File: src/rtl/mem_access_stage.sv
// Memory-access pipeline stage: issues data-memory transactions with a req/ack
// handshake, aligns and extends load data, and registers the MEM/WB fields.
module mem_access_stage #(
  parameter int DATA_WIDTH      = 32,
  parameter int SIMD_DATA_WIDTH = 128,
  parameter int TIMEOUT         = 255
) (
  input  logic                       clk,
  input  logic                       rst,
  input  logic                       ExMem_Valid,
  input  logic                       ExMem_WbSel,
  input  logic [SIMD_DATA_WIDTH-1:0] ExMem_AluData,
  input  logic                       ExMem_MemRd,
  input  logic                       ExMem_MemWrt,
  input  logic [2:0]                 ExMem_Funct3,
  input  logic [DATA_WIDTH-1:0]      ExMem_StoreData,
  input  logic [4:0]                 ExMem_RdAddr,
  input  logic                       ExMem_RegWrt,
  output logic                       Dmem_Req,
  output logic                       Dmem_We,
  output logic [DATA_WIDTH-1:0]      Dmem_Addr,
  output logic [DATA_WIDTH-1:0]      Dmem_WData,
  output logic [3:0]                 Dmem_ByteEn,
  input  logic                       Dmem_Ack,
  input  logic [DATA_WIDTH-1:0]      Dmem_RData,
  output logic                       Mem_Stall,
  output logic                       MemWb_Valid,
  output logic                       MemWb_WbSel,
  output logic [SIMD_DATA_WIDTH-1:0] MemWb_AluData,
  output logic [DATA_WIDTH-1:0]      MemWb_DataRd,
  output logic [4:0]                 MemWb_RdAddr,
  output logic                       MemWb_RegWrt,
  output logic                       Mem_Misalign,
  output logic                       Mem_BusErr,
  output logic                       dbg_state
);

  // Handshake: Dmem_Req is held with address/data/enables stable until the
  // cycle Dmem_Ack is high (transfer, RData valid) or the wait times out.
  typedef enum logic {S_IDLE = 1'b0, S_WAIT = 1'b1} state_t;

  state_t      state, state_nxt;
  logic [7:0]  wait_cnt, wait_cnt_nxt;
  logic        memop, misaligned, timeout_hit;
  logic [1:0]  boff;
  logic [7:0]  load_byte;
  logic [15:0] load_half;
  logic [DATA_WIDTH-1:0] load_ext;

  assign boff  = ExMem_AluData[1:0];
  assign memop = ExMem_Valid & (ExMem_MemRd | ExMem_MemWrt);

  always_comb begin
    misaligned = 1'b0;
    case (ExMem_Funct3[1:0])
      2'b01:   misaligned = boff[0];
      2'b10:   misaligned = (boff != 2'b00);
      default: misaligned = 1'b0;
    endcase
  end

  assign Dmem_Req  = memop & ~misaligned;
  assign Dmem_We   = ExMem_MemWrt;
  assign Dmem_Addr = {ExMem_AluData[DATA_WIDTH-1:2], 2'b00};

  // wait_cnt holds the number of stall cycles already spent on this request.
  assign timeout_hit = (state == S_WAIT) && (wait_cnt == 8'(TIMEOUT)) && !Dmem_Ack;
  assign Mem_Stall   = Dmem_Req & ~Dmem_Ack & ~timeout_hit;
  assign dbg_state   = (state == S_WAIT);

  always_comb begin
    state_nxt    = state;
    wait_cnt_nxt = '0;
    case (state)
      S_IDLE: begin
        if (Dmem_Req && !Dmem_Ack) begin
          state_nxt    = S_WAIT;
          wait_cnt_nxt = 8'd1;
        end
      end
      S_WAIT: begin
        if (!Dmem_Req || Dmem_Ack || timeout_hit) state_nxt = S_IDLE;
        else                                      wait_cnt_nxt = wait_cnt + 8'd1;
      end
      default: state_nxt = S_IDLE;
    endcase
  end

  always_comb begin
    Dmem_WData  = ExMem_StoreData;
    Dmem_ByteEn = 4'b1111;
    if (ExMem_MemWrt) begin
      case (ExMem_Funct3[1:0])
        2'b00: begin
          Dmem_WData  = {4{ExMem_StoreData[7:0]}};
          Dmem_ByteEn = 4'b0001 << boff;
        end
        2'b01: begin
          Dmem_WData  = {2{ExMem_StoreData[15:0]}};
          Dmem_ByteEn = boff[1] ? 4'b1100 : 4'b0011;
        end
        default: ;
      endcase
    end
  end

  always_comb begin
    load_byte = Dmem_RData[{boff, 3'b000} +: 8];
    load_half = boff[1] ? Dmem_RData[31:16] : Dmem_RData[15:0];
    case (ExMem_Funct3)
      3'b000:  load_ext = {{(DATA_WIDTH-8){load_byte[7]}}, load_byte};
      3'b001:  load_ext = {{(DATA_WIDTH-16){load_half[15]}}, load_half};
      3'b100:  load_ext = {{(DATA_WIDTH-8){1'b0}}, load_byte};
      3'b101:  load_ext = {{(DATA_WIDTH-16){1'b0}}, load_half};
      default: load_ext = Dmem_RData;
    endcase
  end

  always_ff @(posedge clk) begin
    if (rst) begin
      state         <= S_IDLE;
      wait_cnt      <= '0;
      MemWb_Valid   <= 1'b0;
      MemWb_WbSel   <= 1'b0;
      MemWb_AluData <= '0;
      MemWb_DataRd  <= '0;
      MemWb_RdAddr  <= '0;
      MemWb_RegWrt  <= 1'b0;
      Mem_Misalign  <= 1'b0;
      Mem_BusErr    <= 1'b0;
    end else begin
      state    <= state_nxt;
      wait_cnt <= wait_cnt_nxt;
      if (Mem_Stall) begin
        MemWb_Valid  <= 1'b0;
        Mem_Misalign <= 1'b0;
        Mem_BusErr   <= 1'b0;
      end else begin
        MemWb_Valid   <= ExMem_Valid;
        MemWb_WbSel   <= ExMem_WbSel;
        MemWb_AluData <= ExMem_AluData;
        MemWb_RdAddr  <= ExMem_RdAddr;
        MemWb_RegWrt  <= ExMem_RegWrt & ~(memop & misaligned) & ~timeout_hit;
        Mem_Misalign  <= memop & misaligned;
        Mem_BusErr    <= timeout_hit;
        if (Dmem_Req && Dmem_Ack && ExMem_MemRd) MemWb_DataRd <= load_ext;
      end
    end
  end

endmodule

File: config.mk
export PLATFORM = sky130hd
export DESIGN_NAME = mem_access_stage
export DESIGN_NICKNAME = d
export VERILOG_FILES = /design/src/rtl/mem_access_stage.sv
export SDC_FILE = /design/constraint.sdc
export NUM_CORES = 1
export LEC_CHECK = 0
export ABC_AREA = 1
export BUFFER_PORTS_ARGS = -buffer_cell sky130_fd_sc_hd__buf_2
export CAP_MARGIN = 40
export CORE_MARGIN = 5
export CORE_UTILIZATION = 29
export DETAILED_ROUTE_END_ITERATION = 7
export MAX_ROUTING_LAYER = met4
export PLACE_DENSITY_LB_ADDON = 0.3
export SLEW_MARGIN = 0
export SYNTH_ARGS = -nofsm -noshare
export SYNTH_HDL_FRONTEND = slang
export SYNTH_SLANG_ARGS = --single-unit
File: constraint.sdc
create_clock -name clk -period 2.4 [get_ports clk]
set_input_delay 0 -clock clk [delete_from_list [all_inputs] [get_ports clk]]
set_output_delay 0 -clock clk [all_outputs]
set_load 0.01 [all_outputs]
==> flow_summary.json, run 1 <==
{
  "status": "complete, no violations",
  "power_frac_clock": 0.360,
  "clkSinkCount": 179,
  "period_share": 0.808,
  "multi_input_area_sq_mm": 0.00377,
  "swShare": 0.298,
  "ant_nets": 0,
  "synthTopCellsByArea": "dfxtp_1 41%, nand2_1 18%, nor2_1 14%, inv_1 7.4%, buf_4 3.9%",
  "ys_seq_area_frac": 0.409,
  "vdd_ir_drop_max_mv": 0.363,
  "die_area_sq_mm": 0.0338,
  "cts_resized": 0,
  "clkTransAtPathRegs_ps": 80,
  "combPwrFrac": 0.216,
  "clock_latency_ps": 440,
  "ys_async_sr_fraction": 0,
  "die_x_um": 184,
  "internal_power_mw": 5.40,
  "grt_util_met2": 0.296,
  "use_met3": 0.0431,
  "grt_pass1_wl_mm": 47.4,
  "max_freq_mhz": 516,
  "crit_path_end_kind": "flip-flop",
  "yosys_warnings": 0,
  "synth_xor_area_frac": 0.00600,
  "setup_viol": 0,
  "cp.arrival_ps": 2270,
  "period_minus_slack_ps": 1940,
  "synth.most_common_cell": "nand2_1",
  "drive_gt1_frac": 0.270,
  "port_buffers": 447,
  "cp_max_fo": 31,
  "track_usage": 0.175,
  "worst_r2r_startpoint": "wait_cnt[0]",
  "final.setup_skew_ps": 15.3,
  "rsz0062_at_grt": "false",
  "r2r-end": "MemWb_AluData[42]",
  "endpoint": "MemWb_AluData[42]",
  "utilization": 0.449,
  "worstSetupStartpoint": "wait_cnt[0]",
  "slew_headroom": 0.462,
  "synth_edf_count": 0,
  "p_switching_mw": 2.30,
  "grt_overflow_total": 0,
  "crit_required_ps": 2730,
  "post_cts_buffers": 0,
  "gr-max-usage-layer": "met2",
  "synthMuxAreaShare": 0,
  "p_per_area_mw_per_mm2": 578,
  "netlist.area_leader.share": 0.409,
  "antenna_found_initial": 2,
  "critPathKind": "flip-flop to flip-flop",
  "pwr-share-seq": 0.424,
  "drt_iter0_markers": 337,
  "grt_max_degree": 99,
  "r2r_cells": 11,
  "ff_latch_area_sq_mm": 0.00358,
  "wirelength_mm": 30.2,
  "hold_viol": 0,
  "grt_pass1_vias": 9829,
  "regToRegSetupSlack_ps": 460,
  "gp_congestion": 0.885,
  "layout.nets": 2141,
  "p_leak_nw": 7.08,
  "finalSetupTns_ps": 0,
  "drc": 0,
  "synth_commonest_cells": "423 x nand2_1, 336 x nor2_1, 179 x dfxtp_1",
  "grtUsageMet1": 0.199,
  "ys_seq_elements": 179,
  "syn_to_final_growth_pct": 52.2,
  "core_sq_mm": 0.0297,
  "clock_path_buffers": 2,
  "rows": 63,
  "syn_avg_cell_area_sq_um": 6.36,
  "slew_viol_final": 0,
  "cts-root-buf": "clkbuf_16",
  "start_util": 0.295,
  "netlist_instances": 1378,
  "worstMarginPinSlew_ps": 803,
  "power_mw": 7.70,
  "hp-class": "input port to flip-flop",
  "drt-wirelength-per-cell_um": 12.9,
  "synth_area_sq_mm": 0.00876,
  "htreeDepth": 4,
  "cts_tree": "yes",
  "ctsHoldBuffers": 171,
  "synth_top_family_by_area": "simple AND/OR/NAND/NOR gates",
  "numCtsBuffers": 17,
  "hpwlAfterDp_mm": 21.6,
  "yosys.area.top_type": "dfxtp_1",
  "die_y_um": 184,
  "synth_ff_type": "dfxtp_1",
  "firstDrtPassIters": 4,
  "vias": 9857,
  "synthSimpleGateAreaFrac": 0.360,
  "critPathLaunchType": "flip-flop",
  "drv_cap": 0,
  "synth_compound_area_frac": 0.0581,
  "synthAdderAreaFrac": 0.00571,
  "viasPerCell": 4.22,
  "yosys.cell_types.count": 34,
  "nFillCells": 3044,
  "ios": 450
}
-- cell type report --
class,instances,share of cell area
antenna,3,0.000563
clock buffer,18,0.0322
clock inverter,14,0.0109
inverter,179,0.0507
multi-input combinational,911,0.283
sequential,179,0.269
tap,390,0.0366
timing repair buffer,641,0.318
-- placed cells by master (no fill, tap or decap), types with 3 or more instances in the layout --
| master | synthesis | routed |
|---|---|---|
| a21oi_1 | 29 | 29 |
| buf_12 | 0 | 9 |
| buf_2 | 18 | 447 |
| buf_4 | 46 | 14 |
| clkbuf_16 | 0 | 17 |
| clkinv_2 | 1 | 3 |
| clkinvlp_4 | 0 | 3 |
| dfxtp_1 | 179 | 179 |
| diode_2 | 0 | 3 |
| dlygate4sd3_1 | 0 | 171 |
| ha_1 | 4 | 4 |
| inv_1 | 173 | 173 |
| inv_2 | 3 | 3 |
| inv_6 | 0 | 4 |
| nand2_1 | 423 | 423 |
| nand3_1 | 23 | 23 |
| nor2_1 | 336 | 336 |
| nor3_1 | 3 | 3 |
| o21ai_0 | 47 | 47 |
| o21bai_1 | 7 | 7 |
| o22ai_1 | 8 | 8 |
| or2_2 | 7 | 7 |
| xnor2_1 | 3 | 3 |
| xor2_1 | 3 | 3 |
-- kinds of logic after synthesis --
logic type,count (synthesis)
buffers and inverters,289
DFF,179
and+or+nand+nor,804
adders and majority gates,4
other,1
AOI/OAI and AO/OA,95
xor gates and xnor gates,6
-- critical path, stage by stage (launching register included) --
cell and delay (ps):
dfxtp_1 330, ha_1 240, nand2_1 110, nor2_4 50, nand2_1 90, clkinv_2 110
nor2_8 300, buf_12 220, buf_12 190, nand2_1 70, nand2_1 60, nor2_1 50
-- routing by layer --
layer	part of all wire	vias to the layer above
li1	-	5125
met1	0.41	4288
met2	0.48	385
met3	0.081	59
met4	0.035	0
met5	0	-
-- state kept, by name, summed over array words and instances, names as in the netlist --
name and flops:
MemWb_DataRd 32, MemWb_RegWrt 1, Mem_BusErr 1, MemWb_RdAddr 5
Mem_Misalign 1, wait_cnt 8, dbg_state 1, MemWb_Valid 1
MemWb_AluData 128, MemWb_WbSel 1
-- power groups by stage --
stage | sequential (mW) | clock (mW) | combinational, mW
3_3_place_gp | 3.33 | 0 | 1.43
5_1_grt | 3.29 | 3.02 | 1.86
3_5_place_dp | 3.33 | 0 | 1.44
2_1_floorplan | 3.43 | 0 | 0.750
6_report | 3.27 | 2.77 | 1.67
4_1_cts | 3.26 | 2.92 | 1.67
-- worst min path at each step --
stage | from | to | slack [ps] | cells past startpoint
2_1_floorplan | rst | MemWb_Valid | 70 | 1
3_5_place_dp | ExMem_AluData[19] | Dmem_Addr[19] | 200 | 2
5_1_grt | ExMem_MemRd | Mem_Misalign | 110 | 4
6_report | ExMem_MemRd | Mem_Misalign | 100 | 4
4_1_cts | ExMem_Funct3[2] | MemWb_DataRd[20] | 70 | 4
3_3_place_gp | ExMem_AluData[6] | Dmem_Addr[6] | 200 | 2
-- per-stage QoR --
step	cell area [sq um]	instances	setup WS (ps)	hold WS, ps
6_report	13300	2335	461	102
5_1_grt	13300	2334	257	114
4_1_cts	13300	2332	445	65.5
3_5_place_dp	11000	2129	478	203
3_3_place_gp	11000	2129	517	201
2_1_floorplan	8760	1379	879	69.5
Power figures use the tool's default switching activity.
==> run 2: changes to the inputs <==
==> constraint.sdc (replaced) <==
create_clock -name clk -period 1.8 [get_ports clk]
set_input_delay 0 -clock clk [delete_from_list [all_inputs] [get_ports clk]]
set_output_delay 0 -clock clk [all_outputs]
set_load 0.01 [all_outputs]
==> run 2 against run 1 <==
- critical path depth unchanged
- first-iteration DRC count grew 18%
- worst hold slack better by 3.0 ps
- routed wire length is 3.6% higher
- combinational power increased by 41%
- global-route usage up 0.11 points
- clock power is 37% higher
- utilization rose by 1.6 points
- clock skew is 3.5 ps higher
==> flow_summary.json, run 2 (same netlist as run 1, synthesis figures left out) <==
{
  "status": "complete, no violations",
  "final_cell_mix": "446 x buf_2, 421 x nand2_1, 336 x nor2_1",
  "final.setup_skew_ps": 18.8,
  "firstDrtPassIters": 7,
  "clkSinkCount": 179,
  "period_minus_slack_ps": 1740,
  "drt-wirelength-per-cell_um": 13.2,
  "core_sq_mm": 0.0297,
  "swShare": 0.300,
  "crit_required_ps": 2130,
  "vdd_ir_drop_max_mv": 0.506,
  "grt_max_degree": 94,
  "ios": 450,
  "grt_pass1_wl_mm": 47.4,
  "top_regs": "MemWb_AluData (128), MemWb_DataRd (32), wait_cnt (8)",
  "place_inst": 2141,
  "internal_power_mw": 7.35,
  "cts_tree": "yes",
  "post-place-ws_ps": 42.7,
  "worstSetupStartpoint": "wait_cnt[1]",
  "setup_ws_ps": 64.0,
  "layout.nets": 2173,
  "die_area_sq_mm": 0.0338,
  "setup_viol": 0,
  "power_mw": 10.5,
  "max_freq_mhz": 576,
  "cp_num_cells": 11,
  "hp-start": "ExMem_Funct3[2]",
  "clkTransAtPathRegs_ps": 80,
  "wirelength_mm": 31.3,
  "p_switching_mw": 3.14,
  "gp_congestion": 0.851,
  "critPathTopFamily": "buffers and inverters",
  "drive_gt1_frac": 0.285,
  "ant_nets": 0,
  "hold_viol": 0,
  "combPwrFrac": 0.224,
  "cp_max_fo": 7,
  "stdcell_count": 2365,
  "drv_cap": 0,
  "whs_path_depth": 5,
  "rows": 63,
  "r2r_cells": 11,
  "viasPerCell": 4.21,
  "grt_pass1_vias": 9485,
  "track_usage": 0.176,
  "antenna_found_initial": 1,
  "rsz0062_at_grt": "false",
  "worst_r2r_startpoint": "wait_cnt[1]",
  "clock_latency_ps": 440,
  "slew_viol_final": 0,
  "placed_area_sq_mm": 0.0112,
  "regToRegSetupSlack_ps": 60,
  "final_area_sq_mm": 0.0138,
  "cts-root-buf": "clkbuf_16",
  "slowest_stage": "dfxtp_1",
  "grt_overflow_total": 0,
  "p_per_area_mw_per_mm2": 760,
  "critPathKind": "flip-flop to flip-flop",
  "port_buffers": 447,
  "period_share": 0.964,
  "start_util": 0.295,
  "cp.arrival_ps": 2060,
  "timing.critical_path.buf_inv": 4,
  "regMostFlops": "MemWb_AluData",
  "drc": 0,
  "htreeDepth": 4,
  "syn_to_final_growth_pct": 57.6,
  "critPathMaxStageDelay_ps": 350,
  "drt_iter0_markers": 399,
  "numCtsBuffers": 17,
  "hp-class": "input port to flip-flop",
  "crit_path_end_kind": "flip-flop",
  "finalSetupTns_ps": 0,
  "pwr-share-seq": 0.415,
  "die_y_um": 184,
  "p_leak_nw": 7.32,
  "vias": 9958,
  "hpwlAfterDp_mm": 21.9,
  "clock_path_buffers": 2,
  "critPathLaunchType": "flip-flop",
  "die_x_um": 184,
  "power_frac_clock": 0.361,
  "crit_chain": "ha_2 > nand2_2 > nor2_4 > nand2_2 > clkinv_2 > nor2_8 > buf_6 > clkbuf_16 > clkbuf_16 > nor2_1 > nor2_1",
  "final_common_cell": "buf_2",
  "largest_register_ffs": 128
}
==> run 2: timing repair <==
| action | in CTS | in global routing |
|---|---|---|
| endpoints found under the hold margin | 171 | 0 |
| cloned | 0 | 6 |
| hold buffers | 171 | 0 |
| setup endpoints to repair | 1 | 108 |
| pin swaps | 1 | 2 |
| gates resized for setup | 2 | 18 |
| buffers inserted | 2 | 12 |
==> run 2: metal layers <==
layer / routed length (um) / vias to the layer above / GRT usage
met3: 2320 / 52 / 0.0455
met4: 760 / 0 / 0.0568
met2: 15300 / 353 / 0.300
met5: 0 / - / -
met1: 12900 / 4354 / 0.203
li1: - / 5199 / -
==> run 2: worst reg2reg max path, stage by stage, from the launching register on <==
cell       delay, ps
dfxtp_1          350
ha_2             190
nand2_2           60
nor2_4           140
nand2_2           70
clkinv_2          90
nor2_8            60
buf_6            130
clkbuf_16        180
clkbuf_16        160
nor2_1           130
nor2_1            70
==> run 2: path summary, 6_finish.rpt <==
path | end
max | MemWb_AluData[76]
min | MemWb_DataRd[23]
max reg2reg | MemWb_AluData[76]
min reg2reg | Mem_BusErr
==> run 2: cell type report <==
cell class                      instances  area, sq um
Clock inverter                         13          138
Clock buffer                           19          443
Timing Repair Buffer                  673         4690
Multi-Input combinational cell        911         3790
Fill cell                            2988        15900
Inverter                              179          676
Antenna cell                            1         2.50
Sequential cell                       179         3580
Tap cell                              390          488
==> run 2: through the flow <==
stage / utilization / hold WS (ps)
2_1_floorplan: - / 69.5
3_3_place_gp: 0.376 / 201
3_5_place_dp: 0.376 / 200
4_1_cts: 0.454 / 75.2
5_1_grt: 0.464 / 86.0
6_report: 0.464 / 105
==> run 2: power by group through the flow <==
stage,Clock (mW),Combinational (mW),Sequential (mW)
after floorplan,0,1.00,4.57
after global placement,0,1.94,4.44
after detailed placement,0,1.96,4.45
after CTS,3.93,2.27,4.35
after global routing,4.09,2.61,4.39
final,3.79,2.35,4.35
